===== src/rtl/pack_ctrl_if.sv =====
// pack_ctrl_if: code intake, array write and packed-word handshake bundle for pack_ctrl
interface pack_ctrl_if #(parameter int CNT_W = 16);
  logic code_valid, code_ready, code_last;
  logic [7:0] code_len;
  logic arr_enable, arr_push_flag;
  logic [7:0] arr_push_amount;
  logic out_valid, out_ready, out_last;
  logic [7:0] out_bits;
  logic [CNT_W-1:0] word_count;
  logic len_err;
  modport master(
    output code_valid, code_len, code_last, out_ready,
    input code_ready, arr_enable, arr_push_flag, arr_push_amount,
    input out_valid, out_bits, out_last, word_count, len_err
  );
  modport slave(
    input code_valid, code_len, code_last, out_ready,
    output code_ready, arr_enable, arr_push_flag, arr_push_amount,
    output out_valid, out_bits, out_last, word_count, len_err
  );
endinterface


===== src/rtl/pack_ctrl.sv =====
// pack_ctrl: sequences variable-length codes into reg_array2 and emits full or flushed packed words
module pack_ctrl #(
  parameter int TOTAL_WIDTH = 128,
  parameter int CNT_W = 16
) (
  input logic i_clk,
  input logic i_reset,
  pack_ctrl_if.slave bus
);
  localparam int FW = $clog2(2 * TOTAL_WIDTH) + 1;
  localparam logic [7:0] TW8 = 8'(TOTAL_WIDTH);
  localparam logic [FW-1:0] TW = FW'(TOTAL_WIDTH);
  typedef enum logic {ACCUM, EMIT} state_t;
  state_t state, state_n;
  logic [FW-1:0] fill, fill_n, new_fill, out_bits;
  logic [7:0] len_eff;
  logic pend_last, pend_n, accept, take, out_last, bad_len;
  logic [CNT_W-1:0] word_count;
  logic len_err;
  always_comb begin
    bad_len = bus.code_len == 8'd0 || bus.code_len > TW8;
    len_eff = bus.code_len > TW8 ? TW8 : bus.code_len;
    accept = state == ACCUM && bus.code_valid;
    take = state == EMIT && bus.out_ready;
    new_fill = fill + FW'(len_eff);
    out_bits = fill > TW ? TW : fill;
    out_last = state == EMIT && pend_last && fill <= TW;
    state_n = state;
    fill_n = fill;
    pend_n = pend_last;
    if (accept) begin
      fill_n = new_fill;
      pend_n = bus.code_last && new_fill != '0;
      state_n = (new_fill >= TW || (bus.code_last && new_fill != '0)) ? EMIT : ACCUM;
    end
    if (take) begin
      fill_n = fill - out_bits;
      pend_n = pend_last && !out_last;
      // a last-block overflow keeps flushing until the residual is drained
      state_n = (pend_last && fill_n != '0) ? EMIT : ACCUM;
    end
  end
  always_ff @(posedge i_clk)
    if (!i_reset) begin
      state <= ACCUM;
      fill <= '0;
      pend_last <= 1'b0;
      word_count <= '0;
      len_err <= 1'b0;
    end else begin
      state <= state_n;
      fill <= fill_n;
      pend_last <= pend_n;
      if (take && !(&word_count)) word_count <= word_count + 1'b1;
      if (accept && bad_len) len_err <= 1'b1;
    end
  assign bus.code_ready = state == ACCUM;
  assign bus.arr_enable = accept && bus.code_len != 8'd0;
  assign bus.arr_push_flag = accept && fill != '0;
  assign bus.arr_push_amount = accept ? 8'(fill) : 8'd0;
  assign bus.out_valid = state == EMIT;
  assign bus.out_bits = state == EMIT ? 8'(out_bits) : 8'd0;
  assign bus.out_last = out_last;
  assign bus.word_count = word_count;
  assign bus.len_err = len_err;
endmodule


===== src/flat_wrapper.sv =====
// flat-port wrapper written by rule: the top's interface ports become plain ports
module pack_ctrl_flat 
#(
  parameter int TOTAL_WIDTH = 128,
  parameter int CNT_W = 16
)
  (i_clk, i_reset, bus_code_valid, bus_code_len, bus_code_last, bus_out_ready, bus_code_ready, bus_arr_enable, bus_arr_push_flag, bus_arr_push_amount, bus_out_valid, bus_out_bits, bus_out_last, bus_word_count, bus_len_err);
  pack_ctrl_if #(.CNT_W(CNT_W)) bus_i ();
  input logic i_clk;
  input logic i_reset;
  input wire logic [$bits(bus_i.code_valid)-1:0] bus_code_valid;
  input wire logic [$bits(bus_i.code_len)-1:0] bus_code_len;
  input wire logic [$bits(bus_i.code_last)-1:0] bus_code_last;
  input wire logic [$bits(bus_i.out_ready)-1:0] bus_out_ready;
  output wire logic [$bits(bus_i.code_ready)-1:0] bus_code_ready;
  output wire logic [$bits(bus_i.arr_enable)-1:0] bus_arr_enable;
  output wire logic [$bits(bus_i.arr_push_flag)-1:0] bus_arr_push_flag;
  output wire logic [$bits(bus_i.arr_push_amount)-1:0] bus_arr_push_amount;
  output wire logic [$bits(bus_i.out_valid)-1:0] bus_out_valid;
  output wire logic [$bits(bus_i.out_bits)-1:0] bus_out_bits;
  output wire logic [$bits(bus_i.out_last)-1:0] bus_out_last;
  output wire logic [$bits(bus_i.word_count)-1:0] bus_word_count;
  output wire logic [$bits(bus_i.len_err)-1:0] bus_len_err;
  assign bus_i.code_valid = bus_code_valid;
  assign bus_i.code_len = bus_code_len;
  assign bus_i.code_last = bus_code_last;
  assign bus_i.out_ready = bus_out_ready;
  assign bus_code_ready = bus_i.code_ready;
  assign bus_arr_enable = bus_i.arr_enable;
  assign bus_arr_push_flag = bus_i.arr_push_flag;
  assign bus_arr_push_amount = bus_i.arr_push_amount;
  assign bus_out_valid = bus_i.out_valid;
  assign bus_out_bits = bus_i.out_bits;
  assign bus_out_last = bus_i.out_last;
  assign bus_word_count = bus_i.word_count;
  assign bus_len_err = bus_i.len_err;
  pack_ctrl #(.TOTAL_WIDTH(TOTAL_WIDTH), .CNT_W(CNT_W)) u_core (.i_clk(i_clk), .i_reset(i_reset), .bus(bus_i));
endmodule

===== config.mk =====
export PLATFORM = sky130hd
export DESIGN_NAME = pack_ctrl_flat
export DESIGN_NICKNAME = d
export VERILOG_FILES = /design/src/rtl/pack_ctrl_if.sv /design/src/rtl/pack_ctrl.sv /design/src/flat_wrapper.sv
export SDC_FILE = /design/constraint.sdc
export NUM_CORES = 1
export LEC_CHECK = 0
export CAP_MARGIN = 20
export CORE_MARGIN = 5
export CORE_UTILIZATION = 45
export DETAILED_ROUTE_END_ITERATION = 6
export PLACE_DENSITY_LB_ADDON = 0.12
export SLEW_MARGIN = 15
export SYNTH_ARGS = -nofsm -noshare
export SYNTH_HDL_FRONTEND = slang
export SYNTH_SLANG_ARGS = --single-unit

===== constraint.sdc =====
create_clock -name i_clk -period 2.69 [get_ports i_clk]
set_clock_uncertainty 0.05 [all_clocks]
set_input_delay 0.538 -clock i_clk [delete_from_list [all_inputs] [get_ports i_clk]]
set_output_delay 0.538 -clock i_clk [all_outputs]
set_load 0.05 [all_outputs]

==> impl_metrics.tcl <==
set metrics [dict create \
    ys_ff_latch 28 \
    regToRegSetupSlack_ps 410 \
    cp_max_fo 4 \
    leakage_uw 0.001290 \
    power_density_nw_per_um2 435.0 \
    cts_buffers 3 \
    grt_max_degree 21 \
    post-route-util 0.7019 \
    drive_gt1_frac 0.2440 \
    r2r_end "u_core.bus.out_valid" \
    finalCritPeriodShare 1.042 \
    tightest_slew_ps 501.2 \
    diodes 0 \
    synth_top_area_cell "dfxtp_1" \
    hpwl_um 4562 \
    arrival_ps 2210 \
    startpoint "u_core.fill[1]" \
    h-tree-depth 1 \
    first_global_vias 2060 \
    reg2regPathDepth 8 \
    clockRootBuffer "clkbuf_8" \
    ios 51 \
    clockBufferDepth 2 \
    ys_types 54 \
    drv_slew 0 \
    crit_type "reg2out" \
    rr_startpoint "u_core.fill[7]" \
    dp_slack_ps -506.1 \
    drtPass1Iterations 4 \
    hold_path.startpoint "u_core.pend_last" \
    synth_area_leaders "dfxtp_1 27%, and2_1 7.2%, ha_1 6.0%, xnor2_1 5.0%, nor2b_1 4.5%" \
    rsz0062_at_grt "yes" \
    power_uw 1357 \
    port-buffer-count 50 \
    syn-instance-count 258 \
    final_cells 384 \
    worst_slack_ps -112.6 \
    min_path_type "reg2reg" \
    nets 357 \
    ys_warn_count 0 \
    setup_viol 8 \
    status "complete, but fails checks" \
    violations "negative setup slack" \
    antenna_found_initial 0 \
    core_um2 4444 \
    dp_cells 376 \
    end_kind "output port" \
    drt_iter0_drc 181 \
    via_per_inst 5.547 \
    finalHoldViolCount 0 \
    synth-main-ff-cell "dfxtp_1" \
    via_count 2130 \
    critPathLaunchType "register" \
    hold_path_end "u_core.pend_last" \
    max_stage_delay_ps 540 \
    yosysSeqAreaShare 0.2683 \
    syn-num-nets 282 \
    worstPathCellList "or4_4 > or4_4 > a21oi_2 > and3_2 > buf_12" \
    area_delta_synth_final_pct 49.28 \
    hold_path_depth 2 \
    final_antenna_net_count 0 \
    start_util 0.4702 \
    drc 0 \
    crit_path_frequent_cell "or4_4" \
    routabilityCongestion 0.8775 \
    clk_latency_ps 280 \
    ir_drop_uv 283.2 \
    clkSinkCount 28 \
    synth-async-reset-ratio 0 \
    cts_tree "done" \
    min_period_ps 2803 \
    synth-edff-count 0 \
    dieWidth_um 78.14 \
    avgSynthCellArea_um2 8.099 \
    synth_area_um2 2090 \
    cpMaxStageDelayCell "or4_4" \
    die_h_um 78.14 \
    maxCapViolations 0 \
    die-area_um2 6106 \
    yosys.area.top_type_share 0.2683 \
    slew_headroom 0.6648 \
    grt-ovfl-total 0 \
    wl_per_cell_um 15.56 \
    clock.fmax_ghz 0.3568 \
    clk_pin_slew_worst_paths_ps 100 \
    std_cell_rows 24 \
    gr-usage-all-layers 0.1953 \
    grt_first_pass_wirelength_um 9825 \
    fill_cells 384 \
    crit_required_ps 2100 \
    postRouteWirelength_um 5976 \
]
critical path: cells and delay by family (launching register included):
kind                   cells  cell delay, ps
AND/OR/NAND/NOR            3            1240
flip-flops                 1             340
AO/OA/AOI/OAI              1             210
buffers and inverters      1             130
metal layers:
metal / vias to the layer above / share of wire / GRT usage
met5: - / 0 / 0
met4: 0 / 0.0089 / 0.05420
met3: 5 / 0.062 / 0.03432
met2: 70 / 0.45 / 0.3125
met1: 986 / 0.48 / 0.2708
li1: 1069 / - / -
registers in the layout, indices dropped and copies added, names as in the netlist:
name,count
u_core.pend_last,1
u_core.bus.len_err,1
u_core.fill,9
u_core.bus.word_count,16
u_core.bus.out_valid,1
repair_timing:
action,4_1_cts,5_1_grt
endpoints found under the setup margin,12,13
cloned,1,0
gates resized for setup,10,9
hold buffers,0,0
buffers inserted,2,1
pin swaps,5,4
logic make-up (layout without fill, tap and decap cells):
group	count (synthesis)	in the layout	synth area share
flip-flops	28	28	0.2683
AND/OR/NAND/NOR	121	121	0.3281
AO/OA/AOI/OAI	57	58	0.1976
adder cells (fa/ha/maj)	11	11	0.06946
other	1	1	0.001795
XOR/XNOR	20	20	0.08383
buffers and inverters	20	93	0.05090
layout make-up:
class	count	area, um2	share of cell area
flip-flops and latches	28	561.8	0.1801
repair buffers	80	882.1	0.2828
inverters	9	33.78	0.01083
clock inverters	1	30.03	0.009627
clock buffers	3	41.29	0.01324
multi-input cells	211	1505	0.4826
well taps	52	65.06	0.02086
synthesized netlist by cell type (2+ instances only):
cell and count:
xor2_1 8, inv_1 9, nor4_1 2, clkbuf_1 7
and2_1 24, and3_2 7, nor2b_1 15, and4_1 3
nand2b_1 2, o21ai_0 8, a22oi_1 4, and3_1 5
or2_2 2, nor2_1 19, o2bb2ai_1 2, or4_4 2
xnor2_1 12, a21boi_0 3, a21oi_1 11, nor3_1 2
nor4b_1 3, nand2_1 16, nand4_1 2, nand3b_1 2
nand3_1 14, a31oi_1 4, ha_1 10, a221oi_1 3
clkbuf_8 3, a21o_1 3, dfxtp_1 28
through the flow:
| stage | TNS [ps] | area [um2] | hold slack, ps |
|---|---|---|---|
| 6_report | -809.1 | 3119 | 448.6 |
| 4_1_cts | -844.2 | 3073 | 444.3 |
| 3_5_place_dp | -1973 | 2940 | 430.3 |
| 5_1_grt | -1328 | 3119 | 472.4 |
| 2_1_floorplan | 0 | 2090 | 405.1 |
| 3_3_place_gp | -1614 | 2940 | 429.2 |
layout by cell type, fill, tap and decap left out, types with 3 or more instances in the layout:
master	instances
buf_4	32
clkdlybuf4s50_1	30
dfxtp_1	27
and2_1	23
nor2_1	19
nand2_1	16
buf_12	16
nor2b_1	14
nand3_1	13
xnor2_1	12
inv_1	9
a21oi_1	9
ha_1	9
xor2_1	8
o21ai_0	8
and3_2	5
and3_1	4
a31oi_1	4
a22oi_1	4
and3_4	3
and4_1	3
a21boi_0	3
a21oi_2	3
a221oi_1	3
a21o_1	3
nor4b_1	3
clkbuf_8	3
power by group:
part	internal, uW	total [uW]	switching, uW
clock	200	346	146
sequential	434	455	21.3
combinational	256	556	300
worst max path at each step:
stage | to | slack (ps) | cells after the start
floorplan | u_core.bus.out_valid | 4 | 11
global placement | u_core.bus.out_valid | -400 | 11
detailed placement | u_core.bus.out_valid | -510 | 11
CTS | bus_out_bits[1] | -110 | 5
global route | bus_out_last | -180 | 5
finish | bus_out_bits[3] | -110 | 5
Note: power is estimated with default switching activity, not from simulation.
